**src/rtl/tlul_host_arb2.sv**
```systemverilog
// Two-host to one-device TL-UL arbiter: round-robin grant, one outstanding
// transaction, D-channel routing and a timeout-synthesized error response.
package tlul_pkg;
    localparam logic [2:0] AccessAck     = 3'h0;
    localparam logic [2:0] AccessAckData = 3'h1;
    localparam logic [2:0] Get           = 3'h4;

    typedef struct packed {
        logic        a_valid;
        logic [2:0]  a_opcode;
        logic [2:0]  a_param;
        logic [1:0]  a_size;
        logic [7:0]  a_source;
        logic [31:0] a_address;
        logic [3:0]  a_mask;
        logic [31:0] a_data;
        logic        d_ready;
    } tl_h2d_t;

    typedef struct packed {
        logic        d_valid;
        logic [2:0]  d_opcode;
        logic [2:0]  d_param;
        logic [1:0]  d_size;
        logic [7:0]  d_source;
        logic [0:0]  d_sink;
        logic [31:0] d_data;
        logic        d_error;
        logic        a_ready;
    } tl_d2h_t;
endpackage

module tlul_host_arb2
    import tlul_pkg::*;
#(
    parameter int unsigned TimeoutCycles = 1024,
    parameter int unsigned CntW          = 16
) (
    input  logic       clk_i,
    input  logic       rst_i,
    input  tl_h2d_t    tl_h0_i,
    output tl_d2h_t    tl_h0_o,
    input  tl_h2d_t    tl_h1_i,
    output tl_d2h_t    tl_h1_o,
    output tl_h2d_t    tl_dev_o,
    input  tl_d2h_t    tl_dev_i,
    output logic [1:0] grant_o,
    output logic       timeout_o
);
    typedef enum logic [1:0] {IDLE, ADDR, DATA, ERR} state_e;

    localparam int unsigned CntLastInt = (TimeoutCycles == 0) ? 0 : TimeoutCycles - 1;
    localparam logic [CntW-1:0] CntLast = CntLastInt[CntW-1:0];

    state_e          state_q;
    logic [1:0]      grant_q;
    logic            last_q;
    logic [CntW-1:0] cnt_q;
    logic            stale_q;
    logic [7:0]      src_q;
    logic            timeout_q;

    logic    gsel;
    logic    pick1;
    tl_h2d_t req_sel;
    tl_d2h_t rsp;

    assign gsel    = grant_q[1];
    assign req_sel = gsel ? tl_h1_i : tl_h0_i;
    // last_q holds the index of the host served last; the other one wins a tie.
    assign pick1   = tl_h1_i.a_valid && (!tl_h0_i.a_valid || !last_q);

    assign grant_o   = grant_q;
    assign timeout_o = timeout_q;

    always_comb begin
        tl_dev_o = '0;
        rsp      = '0;
        tl_h0_o  = '0;
        tl_h1_o  = '0;
        case (state_q)
            ADDR: begin
                tl_dev_o      = req_sel;
                rsp.a_ready   = tl_dev_i.a_ready;
            end
            DATA: begin
                tl_dev_o.d_ready = req_sel.d_ready;
                rsp              = tl_dev_i;
                rsp.a_ready      = 1'b0;
            end
            ERR: begin
                rsp.d_valid  = 1'b1;
                rsp.d_opcode = AccessAckData;
                rsp.d_error  = 1'b1;
                rsp.d_size   = 2'd2;
                rsp.d_source = src_q;
            end
            default: begin
                // Drains the reply the device still owes after a timeout.
                tl_dev_o.d_ready = stale_q;
            end
        endcase
        if (gsel) begin
            tl_h1_o = rsp;
        end else begin
            tl_h0_o = rsp;
        end
    end

    always_ff @(posedge clk_i) begin
        if (rst_i) begin
            state_q   <= IDLE;
            grant_q   <= 2'b00;
            last_q    <= 1'b1;
            cnt_q     <= '0;
            stale_q   <= 1'b0;
            src_q     <= '0;
            timeout_q <= 1'b0;
        end else begin
            timeout_q <= 1'b0;
            case (state_q)
                IDLE: begin
                    if (stale_q) begin
                        if (tl_dev_i.d_valid) begin
                            stale_q <= 1'b0;
                        end
                    end else if (tl_h0_i.a_valid || tl_h1_i.a_valid) begin
                        grant_q <= pick1 ? 2'b10 : 2'b01;
                        src_q   <= pick1 ? tl_h1_i.a_source : tl_h0_i.a_source;
                        state_q <= ADDR;
                    end
                end
                ADDR: begin
                    if (req_sel.a_valid && tl_dev_i.a_ready) begin
                        state_q <= DATA;
                        cnt_q   <= '0;
                    end
                end
                DATA: begin
                    if (tl_dev_i.d_valid && req_sel.d_ready) begin
                        last_q  <= gsel;
                        grant_q <= 2'b00;
                        state_q <= IDLE;
                    end else begin
                        // A d_valid on the threshold cycle suppresses the timeout.
                        if (!tl_dev_i.d_valid && (TimeoutCycles != 0) && (cnt_q == CntLast)) begin
                            state_q   <= ERR;
                            stale_q   <= 1'b1;
                            timeout_q <= 1'b1;
                        end
                        cnt_q <= cnt_q + 1'b1;
                    end
                end
                ERR: begin
                    if (req_sel.d_ready) begin
                        last_q  <= gsel;
                        grant_q <= 2'b00;
                        state_q <= IDLE;
                    end
                end
                default: begin
                    state_q <= IDLE;
                    grant_q <= 2'b00;
                end
            endcase
        end
    end
endmodule

```
**config.mk**
```make
export PLATFORM = sky130hd
export DESIGN_NAME = tlul_host_arb2
export DESIGN_NICKNAME = d
export VERILOG_FILES = /design/src/rtl/tlul_host_arb2.sv
export SDC_FILE = /design/constraint.sdc
export NUM_CORES = 1
export LEC_CHECK = 0
export BUFFER_PORTS_ARGS = -buffer_cell sky130_fd_sc_hd__buf_2
export CAP_MARGIN = 0
export CELL_PAD_IN_SITES_DETAIL_PLACEMENT = 1
export CELL_PAD_IN_SITES_GLOBAL_PLACEMENT = 2
export CORE_MARGIN = 8
export CORE_UTILIZATION = 18
export DETAILED_ROUTE_END_ITERATION = 12
export GPL_TIMING_DRIVEN = 0
export PLACE_DENSITY_LB_ADDON = 0.1
export SLEW_MARGIN = 25
export SYNTH_ARGS = -nofsm -noshare
export SYNTH_HDL_FRONTEND = slang
export SYNTH_SLANG_ARGS = --single-unit
```
**constraint.sdc**
```tcl
create_clock -name clk_i -period 5.55 [get_ports clk_i]
set_clock_uncertainty 0.05 [all_clocks]
set_input_delay 1.11 -clock clk_i [delete_from_list [all_inputs] [get_ports clk_i]]
set_output_delay 1.11 -clock clk_i [all_outputs]
set_load 0.01 [all_outputs]
```
==> impl_metrics.json, run 1 <==
{
  "cts_tree": "built",
  "core_mm2": 0.0218,
  "crit_family": "buffers and inverters",
  "irDropWorstVdd_v": 0.000122,
  "intPower_mw": 1.10,
  "clk_latency_ns": 0.27,
  "ys_top_cells_by_count": "mux2i_1, nor2b_1, and3_1, and2_1, clkbuf_1",
  "die_height_um": 165,
  "cp_max_fo": 10,
  "grtUsageMet2": 0.364,
  "power.density_mw_per_mm2": 320,
  "crit_type": "register to output port",
  "ys_ff_latch": 31,
  "grt_use_total": 0.191,
  "dp_hpwl_um": 25200,
  "rsz0062_at_grt": "no",
  "clkPwrFrac": 0.155,
  "max_cap_violations": 0,
  "htree_levels": 2,
  "tns_ns": 0,
  "syn_inst": 527,
  "power_leakage_nw": 3.50,
  "grt_pass1_wl_um": 38700,
  "status": "finished clean",
  "postCtsHoldBufs": 0,
  "yosysWarningCount": 0,
  "drv_slew": 0,
  "yosysUniqueCellTypes": 42,
  "synth_top_area_share": 0.254,
  "max_slew.worst_pin.slew_ns": 0.775,
  "grt_max_degree": 11,
  "worst-path-buf-inv": 5,
  "postCtsResizedCells": 0,
  "synth-async-reset-ratio": 0,
  "crit_chain": "inv_1, ha_1, clkbuf_1, clkbuf_1, buf_1, a21oi_1, nor2b_1, buf_2",
  "synth_largest_area_cell": "mux2i_1",
  "first_pass_iters": 4,
  "use_met3": 0.0578,
  "timing.hold.ws_ns": 0.425,
  "antenna_found_initial": 5,
  "clock_path_buffers": 2,
  "gp_congestion": 0.812,
  "cp.required_ns": 4.39,
  "cts_root_buf": "clkbuf_16",
  "portBuffers": 418,
  "p_seq_frac": 0.137,
  "critPathArrivalTime_ns": 2.73,
  "power_switching_mw": 1.01,
  "num_io_pins": 419,
  "slowest_delay_ns": 0.51,
  "fill_cells": 2807,
  "post-route-drc-count": 0,
  "met1_usage": 0.204,
  "floorplan.initialDensity": 0.183,
  "grt_pass1_vias": 5746,
  "synthesis.area_mm2": 0.00398,
  "grt-ovfl-total": 0,
  "crit_path_end_kind": "output port",
  "ys.flop_type": "dfxtp_1",
  "slew_headroom": 0.483,
  "synth.most_common_cell": "mux2i_1",
  "max_freq_mhz": 257,
  "ant_nets": 0,
  "vias": 5478,
  "synth_area_leaders": "mux2i_1, dfxtp_1, nor2b_1, and3_1, and2_1",
  "dieArea_mm2": 0.0271,
  "cp_common_cell": "clkbuf_1",
  "grt_busiest_layer": "met2",
  "synth_area_per_cell_um2": 7.55,
  "post_cts_buffers": 0,
  "clkSinkCount": 31,
  "synth_nets": 760,
  "initialDrtViolationCount": 195,
  "vias_per_cell": 4.43,
  "period_needed_ns": 3.89,
  "comb_power_share": 0.708,
  "die_w_um": 165,
  "fin_nets": 1185,
  "hold_class": "register to register",
  "wl_per_cell_um": 23.0,
  "slowest_stage": "clkbuf_1",
  "synth_seq_area_share": 0.156,
  "num_rows": 54,
  "min_period_over_period": 0.701,
  "setup_viol": 0,
  "cts_inserted_buffers": 5,
  "start_kind": "register",
  "synth_edf_count": 0,
  "routed_wl_um": 28500,
  "drive_gt1_frac": 0.462,
  "swShare": 0.479,
  "cts.clk_slew.worst_paths_ns": 0.06,
  "syn2layout_area_growth_pct": 65.9,
  "timing.final.hold_violations": 0
}
## per-layer routing
metal / up-vias / part of all wire
met2: 232 / 0.53
li1: 2697 / -
met3: 24 / 0.083
met4: 8 / 0.013
met1: 2517 / 0.37
met5: - / 0.0015
## metrics by stage
stage / instance area [um2] / power, mW / std cells / util / worst slack (ns)
finish: 6610 / 2.11 / 1236 / 0.304 / 1.66
global route: 6600 / 2.29 / 1234 / 0.303 / 1.36
CTS: 6600 / 2.16 / 1233 / 0.303 / 1.59
detailed placement: 6420 / 1.83 / 1225 / 0.295 / 1.91
global placement: 6420 / 1.83 / 1225 / 0.295 / 1.91
floorplan: 3980 / 1.16 / 527 / - / 2.65
## flip-flops by register name, summed over array words and instances (netlist names)
name / cells
cnt_q: 16
grant_o: 2
last_q: 1
src_q: 8
stale_q: 1
state_q: 2
timeout_o: 1
## tightest hold or removal path, cell delays in order, from the launching register on
cell	delay (ns)
dfxtp_1	0.30
nand2b_1	0.06
mux2i_1	0.06
## power by group through the flow
stage	combinational, mW	sequential (mW)	clock, mW
after floorplan	0.870	0.288	0
after global placement	1.54	0.295	0
after detailed placement	1.53	0.295	0
after CTS	1.54	0.291	0.335
after global routing	1.64	0.295	0.349
final	1.50	0.289	0.327
## kinds of logic after synthesis
| family | share of synthesized area |
|---|---|
| simple gates | 0.392 |
| compound gates | 0.112 |
| buf+inv | 0.0581 |
| fa+ha+maj | 0.0220 |
| flops | 0.156 |
| mux | 0.261 |
## area by class of cell
| cell class | instances | area, um2 | area share |
|---|---|---|---|
| Timing Repair Buffer | 418 | 2090 | 0.317 |
| Multi-Input combinational cell | 439 | 3130 | 0.474 |
| Clock buffer | 6 | 139 | 0.0210 |
| Tap cell | 280 | 350 | 0.0530 |
| Buffer | 51 | 209 | 0.0316 |
| Antenna cell | 3 | 7.51 | 0.00114 |
| Clock inverter | 2 | 35.0 | 0.00530 |
| Sequential cell | 31 | 621 | 0.0940 |
| Inverter | 6 | 22.5 | 0.00341 |
## cell usage in the layout (no fill, tap or decap), types with 2 or more instances in the layout
cell       Yosys  final
buf_2          8    426
mux2i_1      101    101
nor2b_1       97     97
and3_1        41     41
and2_1        40     40
clkbuf_1      32     32
dfxtp_1       31     31
nor2_1        24     24
a21oi_1       19     19
nand2_1       15     15
nand2b_1      10     10
buf_1          9      9
a22oi_1        9      9
or4_1          9      9
a211oi_1       9      9
o31ai_1        9      9
nor3_1         8      8
nand3_1        7      7
ha_1           7      7
inv_1          6      6
clkbuf_16      0      5
o21ai_0        4      4
nand4_1        4      4
diode_2        0      3
nor4_1         3      3
a21boi_0       2      2
buf_4          2      2
a21o_1         2      2
a311o_1        2      2
and4_1         2      2
o21a_1         2      2
## worst paths after layout
kind / depth (start not counted) / slack (ns) / to / from
worst max-delay path: 8 / 1.66 / tl_h1_o[1] / state_q[0]
worst min-delay path: 2 / 0.42 / grant_o[0] / grant_o[0]
worst max register to register: 8 / 3.07 / cnt_q[3] / state_q[1]
worst min register to register: 2 / 0.42 / grant_o[0] / grant_o[0]
(Power assumes the default switching activity.)
==> run 2, diff against run 1 <==
--- a/config.mk
+++ b/config.mk
@@ -10,7 +10,7 @@
 export CELL_PAD_IN_SITES_DETAIL_PLACEMENT = 1
 export CELL_PAD_IN_SITES_GLOBAL_PLACEMENT = 2
 export CORE_MARGIN = 8
-export CORE_UTILIZATION = 18
+export CORE_UTILIZATION = 15
 export DETAILED_ROUTE_END_ITERATION = 12
 export GPL_TIMING_DRIVEN = 0
 export PLACE_DENSITY_LB_ADDON = 0.1
==> constraint.sdc (replaced) <==
create_clock -name clk_i -period 3.3 [get_ports clk_i]
set_clock_uncertainty 0.05 [all_clocks]
set_input_delay 0.66 -clock clk_i [delete_from_list [all_inputs] [get_ports clk_i]]
set_output_delay 0.66 -clock clk_i [all_outputs]
set_load 0.01 [all_outputs]
==> run 2 against run 1 <==
  * Final area up 0.68%
  * Die area rose by 18%
  * Global-route usage down 0.96 points
  * Critical path depth down 1
  * Sequential power rose by 71%
  * Highest routed layer unchanged
  * Routed wire length rose by 12%
  * Flip-flop and latch count is the same
  * Critical endpoint is now tl_dev_o[63]
  * Largest power group unchanged
  * Sequential share of layout area shrank 0.064 points
  * Utilization fell by 4.8 points
==> impl_metrics.json, run 2 (synthesis results as in run 1) <==
{
  "dp_hpwl_um": 28300,
  "clk_latency_ns": 0.28,
  "irDropWorstVdd_v": 0.000215,
  "grt_max_degree": 20,
  "dieArea_mm2": 0.0320,
  "initialDrtViolationCount": 153,
  "grt_pass1_vias": 5680,
  "routed_wl_um": 31800,
  "floorplan.initialDensity": 0.153,
  "timing.hold.ws_ns": 0.419,
  "r2r-start": "grant_o[1]",
  "tns_ns": 0,
  "period_needed_ns": 3.11,
  "timing.final.hold_violations": 0,
  "core_mm2": 0.0261,
  "clkSinkCount": 31,
  "crit_chain": "inv_1, ha_1, clkbuf_2, clkbuf_1, clkbuf_1, nor2b_1, buf_2",
  "max_slew.worst_pin.slew_ns": 0.831,
  "r2r_end": "cnt_q[3]",
  "crit_type": "register to output port",
  "portBuffers": 418,
  "layout_common_cells": "buf_2, mux2i_1, nor2b_1",
  "ant_nets": 0,
  "cp_common_cell": "clkbuf_1",
  "wl_per_cell_um": 24.6,
  "crit_family": "buffers and inverters",
  "die_height_um": 179,
  "num_rows": 59,
  "syn2layout_area_growth_pct": 67.0,
  "fin_nets": 1183,
  "drive_gt1_frac": 0.470,
  "power.density_mw_per_mm2": 532,
  "min_period_over_period": 0.944,
  "r2r_slack_ns": 0.78,
  "layout_commonest_cell": "buf_2",
  "seq_area_um2": 621,
  "drv_slew": 0,
  "cts_inserted_buffers": 5,
  "setup_viol": 0,
  "grt_use_total": 0.181,
  "rsz0062_at_grt": "yes",
  "cts.clk_slew.worst_paths_ns": 0.06,
  "cts_tree": "built",
  "antenna_found_initial": 8,
  "cts_root_buf": "clkbuf_16",
  "status": "finished clean",
  "reg_top3": "cnt_q: 16 flops, src_q: 8 flops",
  "power_leakage_nw": 3.50,
  "first_pass_iters": 4,
  "slowest_delay_ns": 0.38,
  "max_freq_mhz": 321,
  "post_cts_buffers": 0,
  "vias_per_cell": 4.23,
  "slowest_stage": "clkbuf_1",
  "crit_start": "state_q[1]",
  "grt_pass1_wl_um": 42000,
  "cp.required_ns": 2.59,
  "num_io_pins": 419,
  "start_kind": "register",
  "reg2regPathDepth": 7,
  "top_register": "cnt_q",
  "post-route-drc-count": 0,
  "fin_util": 0.255,
  "total_power_mw": 3.54,
  "endpoint": "tl_dev_o[63]",
  "fill_cells": 3291,
  "final_cell_area_mm2": 0.00665,
  "critPathArrivalTime_ns": 2.40,
  "cp_max_fo": 10,
  "vias": 5467,
  "place_area_mm2": 0.00649,
  "clock_path_buffers": 2,
  "gp_congestion": 0.809,
  "max_cap_violations": 0,
  "crit_path_end_kind": "output port",
  "hold_class": "register to register",
  "largest_register_ffs": 16,
  "worst-path-buf-inv": 5,
  "htree_levels": 2,
  "postCtsHoldBufs": 0,
  "multi_input_area_mm2": 0.00313,
  "grt-ovfl-total": 0,
  "die_w_um": 179,
  "slew_headroom": 0.446,
  "cp_num_cells": 7
}
==> run 2: cell count changes in the layout (fill, tap and decap cells not counted), sizes merged <==
cell      change
clkbuf        -2
bufinv        -1
clkinvlp      +1
diode         +2
==> run 2: timing repair <==
| item | in CTS | in global routing |
|---|---|---|
| setup endpoints to repair | 93 | 22 |
| gates cloned | 0 | 0 |
| resized for setup | 5 | 6 |
==> run 2: layout make-up <==
type | instances | area share
multi-input cells | 439 | 0.471
repair buffers | 418 | 0.315
flip-flops and latches | 31 | 0.0933
well taps | 335 | 0.0630
plain buffers | 49 | 0.0316
clock buffers | 6 | 0.0194
inverters | 6 | 0.00339
clock inverters | 2 | 0.00188
diodes | 5 | 0.00188
==> run 2: worst min-delay path, stage by stage (launching register included) <==
cell and delay, ns:
dfxtp_1 0.32, nand2_1 0.05, mux2i_1 0.05
==> run 2: power by group <==
group | leakage, nW | switching (mW) | internal (mW)
registers | 0.253 | 0.0558 | 0.438
clock network | 0.0669 | 0.183 | 0.279
logic | 3.18 | 1.54 | 1.05
total | 3.50 | 1.78 | 1.76
==> run 2: how the worst min path moves through the flow <==
stage	startpoint	to	depth (start not counted)
after floorplan	last_q	last_q	2
after global placement	cnt_q[15]	cnt_q[15]	2
after detailed placement	cnt_q[15]	cnt_q[15]	2
after CTS	cnt_q[15]	cnt_q[15]	2
after global routing	cnt_q[14]	cnt_q[14]	2
final	cnt_q[15]	cnt_q[15]	2
==> run 2: stage by stage <==
stage,cells,setup WS [ns]
2_1_floorplan,527,0.846
3_3_place_gp,1280,-0.0478
3_5_place_dp,1280,-0.108
4_1_cts,1286,0.101
5_1_grt,1289,-0.000698
6_report,1291,0.185
==> run 2: metal layers <==
metal / vias up / GRT usage / wire (um)
met2: 228 / 0.309 / 15300
met1: 2524 / 0.209 / 12400
met5: - / 0 / 46
li1: 2691 / - / -
met3: 16 / 0.0840 / 3930
met4: 8 / 0.0186 / 120
